--- config.mk ---
export PLATFORM = sky130hd
export DESIGN_NAME = multi_peak_finder
export DESIGN_NICKNAME = d
export VERILOG_FILES = /design/src/rtl/peak_pkg.sv /design/src/rtl/peak_sorter.sv /design/src/rtl/multi_peak_finder.sv
export SDC_FILE = /design/constraint.sdc
export NUM_CORES = 1
export LEC_CHECK = 0
export ABC_AREA = 1
export CAP_MARGIN = 5
export CORE_MARGIN = 2
export CORE_UTILIZATION = 37
export DETAILED_ROUTE_END_ITERATION = 10
export SYNTH_ARGS = -nofsm -noshare
export SYNTH_HDL_FRONTEND = slang
export SYNTH_SLANG_ARGS = --single-unit
--- constraint.sdc ---
create_clock -name clk_in -period 13.3 [get_ports clk_in]
set_input_delay 3.99 -clock clk_in [delete_from_list [all_inputs] [get_ports clk_in]]
set_output_delay 3.99 -clock clk_in [all_outputs]
set_load 0.02 [all_outputs]
--- src/rtl/peak_pkg.sv ---
// peak_pkg: shared entry type and output FSM states for the multi_peak_finder slice
package peak_pkg;
  localparam int PEAK_DATA_W = 16;
  localparam int PEAK_BIN_W = 12;
  typedef struct packed {
    logic                   valid;
    logic [PEAK_BIN_W-1:0]  bin;
    logic [PEAK_DATA_W-1:0] mag;
  } peak_entry_t;
  typedef enum logic {IDLE, EMIT} state_t;
endpackage

--- src/rtl/peak_sorter.sv ---
// peak_sorter: K-entry descending-magnitude insertion list
// Ports: clk_i/rst_i clock and async reset, clr_i clears the list after this edge,
// ins_i/bin_i/mag_i candidate to insert, list_o flat post-insert list (entry 0 in low bits).
module peak_sorter
  import peak_pkg::*;
#(
  parameter int K      = 4,
  parameter int DATA_W = 16,
  parameter int BIN_W  = 12
) (
  input  logic                             clk_i,
  input  logic                             rst_i,
  input  logic                             clr_i,
  input  logic                             ins_i,
  input  logic [BIN_W-1:0]                 bin_i,
  input  logic [DATA_W-1:0]                mag_i,
  output logic [K*(1+BIN_W+DATA_W)-1:0]    list_o
);
  localparam int W = 1 + BIN_W + DATA_W;
  typedef struct packed {
    logic              valid;
    logic [BIN_W-1:0]  bin;
    logic [DATA_W-1:0] mag;
  } entry_t;
  entry_t ent_q [K];
  entry_t ent_d [K];
  logic [K-1:0] gt;
  // gt is monotonic (0..0 1..1) because valid entries are sorted and packed at the head,
  // so the first set bit is the insertion point; strict > keeps earlier bins ahead on ties.
  always_comb begin
    list_o = '0;
    for (int i = 0; i < K; i++) gt[i] = !ent_q[i].valid || mag_i > ent_q[i].mag;
    ent_d[0] = ins_i && gt[0] ? entry_t'{1'b1, bin_i, mag_i} : ent_q[0];
    for (int i = 1; i < K; i++)
      ent_d[i] = !(ins_i && gt[i]) ? ent_q[i] : gt[i-1] ? ent_q[i-1] : entry_t'{1'b1, bin_i, mag_i};
    for (int i = 0; i < K; i++) list_o[i*W +: W] = ent_d[i];
  end
  always_ff @(posedge clk_i or posedge rst_i)
    if (rst_i) for (int i = 0; i < K; i++) ent_q[i] <= '0;
    else for (int i = 0; i < K; i++) ent_q[i] <= clr_i ? '0 : ent_d[i];
endmodule

--- src/rtl/multi_peak_finder.sv ---
// multi_peak_finder: streaming top-K spectral peak detector with valid/ready list output
// Ports: clk_in/rst_in clock and async reset; fft_* magnitude stream (no backpressure);
// threshold_in eligibility floor; peak_* sorted list stream; frame_done_out/peak_count_out
// list acceptance and size; overrun_out list dropped because the previous one is still emitting.
module multi_peak_finder
  import peak_pkg::*;
#(
  parameter int DATA_W  = 16,
  parameter int N_BINS  = 4096,
  parameter int K       = 4,
  parameter int MIN_BIN = 1,
  parameter int MAX_BIN = 2047,
  localparam int BIN_W  = $clog2(N_BINS),
  localparam int RANK_W = K > 1 ? $clog2(K) : 1
) (
  input  logic              clk_in,
  input  logic              rst_in,
  input  logic              fft_valid_in,
  input  logic              fft_last_in,
  input  logic [DATA_W-1:0] fft_data_in,
  input  logic [DATA_W-1:0] threshold_in,
  output logic              peak_valid_out,
  input  logic              peak_ready_in,
  output logic [BIN_W-1:0]  peak_bin_out,
  output logic [DATA_W-1:0] peak_mag_out,
  output logic [RANK_W-1:0] peak_rank_out,
  output logic              peak_last_out,
  output logic              frame_done_out,
  output logic [RANK_W:0]   peak_count_out,
  output logic              overrun_out
);
  localparam int EW = 1 + BIN_W + DATA_W;
  typedef struct packed {
    logic              valid;
    logic [BIN_W-1:0]  bin;
    logic [DATA_W-1:0] mag;
  } entry_t;
  logic [BIN_W-1:0]  bin_q;
  state_t            state_q;
  entry_t            buf_q [K];
  entry_t            nxt_e [K];
  logic [K*EW-1:0]   nxt;
  logic [RANK_W-1:0] rank_q;
  logic [RANK_W:0]   cnt_q, cnt_d;
  logic              done_q, ovr_q, elig, close, hs, last;
  assign elig  = fft_valid_in && bin_q >= BIN_W'(MIN_BIN) && bin_q <= BIN_W'(MAX_BIN) && fft_data_in > threshold_in;
  assign close = fft_valid_in && (fft_last_in || bin_q == BIN_W'(N_BINS-1));
  assign hs    = state_q == EMIT && peak_ready_in;
  assign last  = {1'b0, rank_q} == cnt_q - 1'b1;
  peak_sorter #(.K(K), .DATA_W(DATA_W), .BIN_W(BIN_W)) u_sorter (
    .clk_i (clk_in),
    .rst_i (rst_in),
    .clr_i (close),
    .ins_i (elig),
    .bin_i (bin_q),
    .mag_i (fft_data_in),
    .list_o(nxt)
  );
  always_comb begin
    cnt_d = '0;
    for (int i = 0; i < K; i++) begin
      nxt_e[i] = nxt[i*EW +: EW];
      cnt_d    = cnt_d + {{RANK_W{1'b0}}, nxt_e[i].valid};
    end
  end
  // A close that coincides with the final handshake still sees EMIT and is dropped.
  always_ff @(posedge clk_in or posedge rst_in)
    if (rst_in) begin
      bin_q   <= '0;
      state_q <= IDLE;
      rank_q  <= '0;
      cnt_q   <= '0;
      done_q  <= 1'b0;
      ovr_q   <= 1'b0;
      for (int i = 0; i < K; i++) buf_q[i] <= '0;
    end else begin
      if (fft_valid_in) bin_q <= close ? '0 : bin_q + 1'b1;
      done_q <= close && state_q == IDLE;
      ovr_q  <= close && state_q == EMIT;
      if (close && state_q == IDLE) begin
        buf_q   <= nxt_e;
        cnt_q   <= cnt_d;
        rank_q  <= '0;
        state_q <= cnt_d != '0 ? EMIT : IDLE;
      end else if (hs) begin
        rank_q <= last ? '0 : rank_q + 1'b1;
        if (last) state_q <= IDLE;
      end
    end
  assign peak_valid_out = state_q == EMIT;
  assign peak_bin_out   = buf_q[rank_q].bin;
  assign peak_mag_out   = buf_q[rank_q].mag;
  assign peak_rank_out  = rank_q;
  assign peak_last_out  = peak_valid_out && last;
  assign frame_done_out = done_q;
  assign peak_count_out = cnt_q;
  assign overrun_out    = ovr_q;
endmodule

==> results.md <==
* Status: finished clean
* GRT overflow at 0
* Syn nets at 2131
* Routed wire length per instance at 17.0 µm
* Multiplexer share of the synthesized area at 0%
* Via/cell ratio at around 5.1
* N_diodes at 0
* Area Overhead vs Synth at 13.4%
* Min-Delay Path Class: reg2reg
* HPWL after DPL at 27200 µm
* Share of cells above drive strength 1 at ~4.2%
* Clock Skew at 17.6 ps
* Period Utilization, post-route at 60.3%
* Synth cell types at 36
* Vias in the first global route at about 13000
* Critical Path Fanout Max at 43
* Clk slew on worst S/H paths at 60 ps
* Post-synth top area share at a little over two fifths
* RSZ-0062 raised after global routing: false
* WHS Path Cells at 2
* Top post-synthesis cells by area: dfrtp_1 (43%), nand2_1 (18%), nand3_1 (8.3%)
* Static Leak at 8.51 nW
* Actual slew at the worst max-slew pin at 1220 ps
* Fmax at around 120 MHz
* Drt pass-1 iters at 5
* Simple-gate share of the synthesized area at roughly 33%
* Sequential share of the synthesized area at 42.8%
* Area of the multi-input gates at between 0.007 and 0.008 mm²
* Relative slew slack at 18.5%
* CTS Hold Bufs at 0
* Max cap viols at 0
* First-pass GRT wire length at 70900 µm
* Slew Limit Fails at 0
* DR iter-0 viols at 1060
* Avg Inst Size Synth at 7.23 µm²
* Post-synthesis xor/xnor area fraction at 0.483%
* CTS Sinks at 248
* CP Data Required Time at 13690 ps
* Hold path start: buf_q[53]$_DFFE_PP0P_
* Final hold vios at 0
* Yosys reg bits at 248
* Crit start category: input port
* Total Routing Usage GR at 21.7%
* Die outline width at 202 µm
* FILL cells at 3983
* Worst setup path startpoint: fft_data_in[15]
* Dpl cells at 2507
* Post-DRT Antenna Nets at 0
* Total power at around 0.0032 W
* Initial antenna violation count at 0
* Worst reg-to-reg path cell count at 16
* Setup Fix Bufs, Post-CTS at 0
* Chip height at 202 µm
* Launching point of the worst reg2reg path: u_sorter.ent_q[102]$_DFF_PP0_
* VDD IR max at 0.000129 V
* Synth Area in Adders at 7.55%
* CP Capture Type: flip-flop
* Fin util at a little over two fifths
* Synth Warn # at 0
* WL final at 43500 µm
* Largest net degree at the start of global routing at approximately 120
* Row Count at around 70
* Io pins at 74
* Starting density of the core at 37.5%
* DR vias at 13100
* DR DRC count at 0
* PortBufs at 73
* Post-synthesis compound-gate area fraction at 7.04%
* PD cells at roughly 190 mW/mm²
* Non-Filler Instances at between 2000 and 3000
* Register area at 0.00621 mm²
* Gpl congestion at about 0.85
* WS Path Type: in2reg
* Worst EP arrival at between 8000 and 9000 ps
* Worst skew pair latency at between 500 and 600 ps
* Nets at 2145
* Root buffer cell: clkbuf_16
* H-tree Lvls at 1
* Largest family of logic cells by synthesized area: simple AND/OR/NAND/NOR gates
* Area of the mapped netlist at 0.0145 mm²
* Final setup violating endpoints at 0
* Cts bufs inserted at 30
* Setup TNS at 0 ps
* Clk buf depth at 3
* Yosys top cell by area: dfrtp_1
* Die Area at a little over 0.04 mm²
* Cells after Synth at around 2000
* CTS resizes at 0
* Core Area at 0.0386 mm²
* CTS tree: done
* Tmin final at ~8000 ps
## worst paths after layout
| check | slack [ps] | endpoint |
|---|---|---|
| max | 5280 | buf_q[101]$_DFFE_PP0P_ |
| min | 470 | buf_q[53]$_DFFE_PP0P_ |
| max reg2reg | 9030 | buf_q[101]$_DFFE_PP0P_ |
| min reg2reg | 470 | buf_q[53]$_DFFE_PP0P_ |
| max in group asynchronous | 7100 | buf_q[89]$_DFFE_PP0P_ |
| min in group asynchronous | 3990 | buf_q[20]$_DFFE_PP0P_ |
## report_power, final
part / total [W] / internal [W] / switching (W)
registers: 0.00109 / 0.000972 / 0.000118
clock network: 0.000803 / 0.000475 / 0.000328
logic: 0.00126 / 0.000447 / 0.000817
## worst max-delay path: stages
cell and delay [ps]:
clkdlybuf4s50_1 640, ha_1 430, nand2_1 70, nor2_1 150
nand2_1 100, nor2_1 140, nand2_1 80, nand3_1 100
nand2_2 390, nand2_1 180, buf_4 400, nand2_2 650
inv_1 730, nand2_1 150, nand3_1 100, o21ai_0 90
## synthesized netlist by cell type (all sizes together)
cell,count
o21bai,2
nand4,11
o21ai,85
ha,86
a2111oi,1
nor3,5
or2,16
nor2,189
a21oi,77
o32ai,15
clkbuf,44
a31oi,1
and2,1
xor2,6
nand2,719
buf,67
dfrtp,248
nor3b,1
a21o,3
inv,184
fa,1
o31ai,1
o21a,1
nand3,241
xnor2,2
## kinds of logic after synthesis
kind of cell,count (synthesis)
compound gates,186
xor+xnor,8
fa+ha+maj,87
buf+inv,295
flops,248
simple gates,1183
## layout by cell type (no fill, tap or decap), types with 6 or more instances in the layout
cell type and count:
buf_4 20, nand2_1 714, nor2_1 188, nand3_1 241, o21ai_0 82, o32ai_1 15, dfrtp_1 246, clkbuf_8 9
ha_1 86, a21oi_1 74, clkbuf_1 9, clkbuf_16 31, nand4_1 11, or2_1 12, inv_1 178, clkdlybuf4s50_1 73
xor2_1 6
## flip-flops by register name, indices dropped and copies added (netlist names)
name,flops
frame_done_out,1
u_sorter.ent_q,116
peak_count_out,3
peak_valid_out,1
bin_q,12
peak_rank_out,2
buf_q,112
overrun_out,1
## stage by stage
stage               hold WS, ps  cell area, µm²  worst slack [ps]
global placement            456           15500              4900
global route                491           16500              4900
floorplan                   444           14500              2500
finish                      473           16500              5280
CTS                         476           16500              5310
detailed placement          460           15500              4780
## metal layers
| metal | GRT usage (%) | share of wire [%] | routed length (µm) |
|---|---|---|---|
| met5 | 0 | 0 | 0 |
| met4 | 5.33 | 2.2 | 942 |
| met3 | 3.55 | 6.6 | 2880 |
| met2 | 34.1 | 45 | 19400 |
| met1 | 31.2 | 47 | 20300 |
## final cells by class
| cell class | count | share of cell area, % |
|---|---|---|
| clock buffer | 49 | 5.67 |
| multi-input combinational | 1464 | 42.8 |
| clock inverter | 5 | 0.198 |
| tap | 518 | 3.94 |
| sequential | 248 | 37.7 |
| inverter | 184 | 4.26 |
| timing repair buffer | 93 | 5.35 |
No activity file was read; power rests on OpenSTA's default activity.
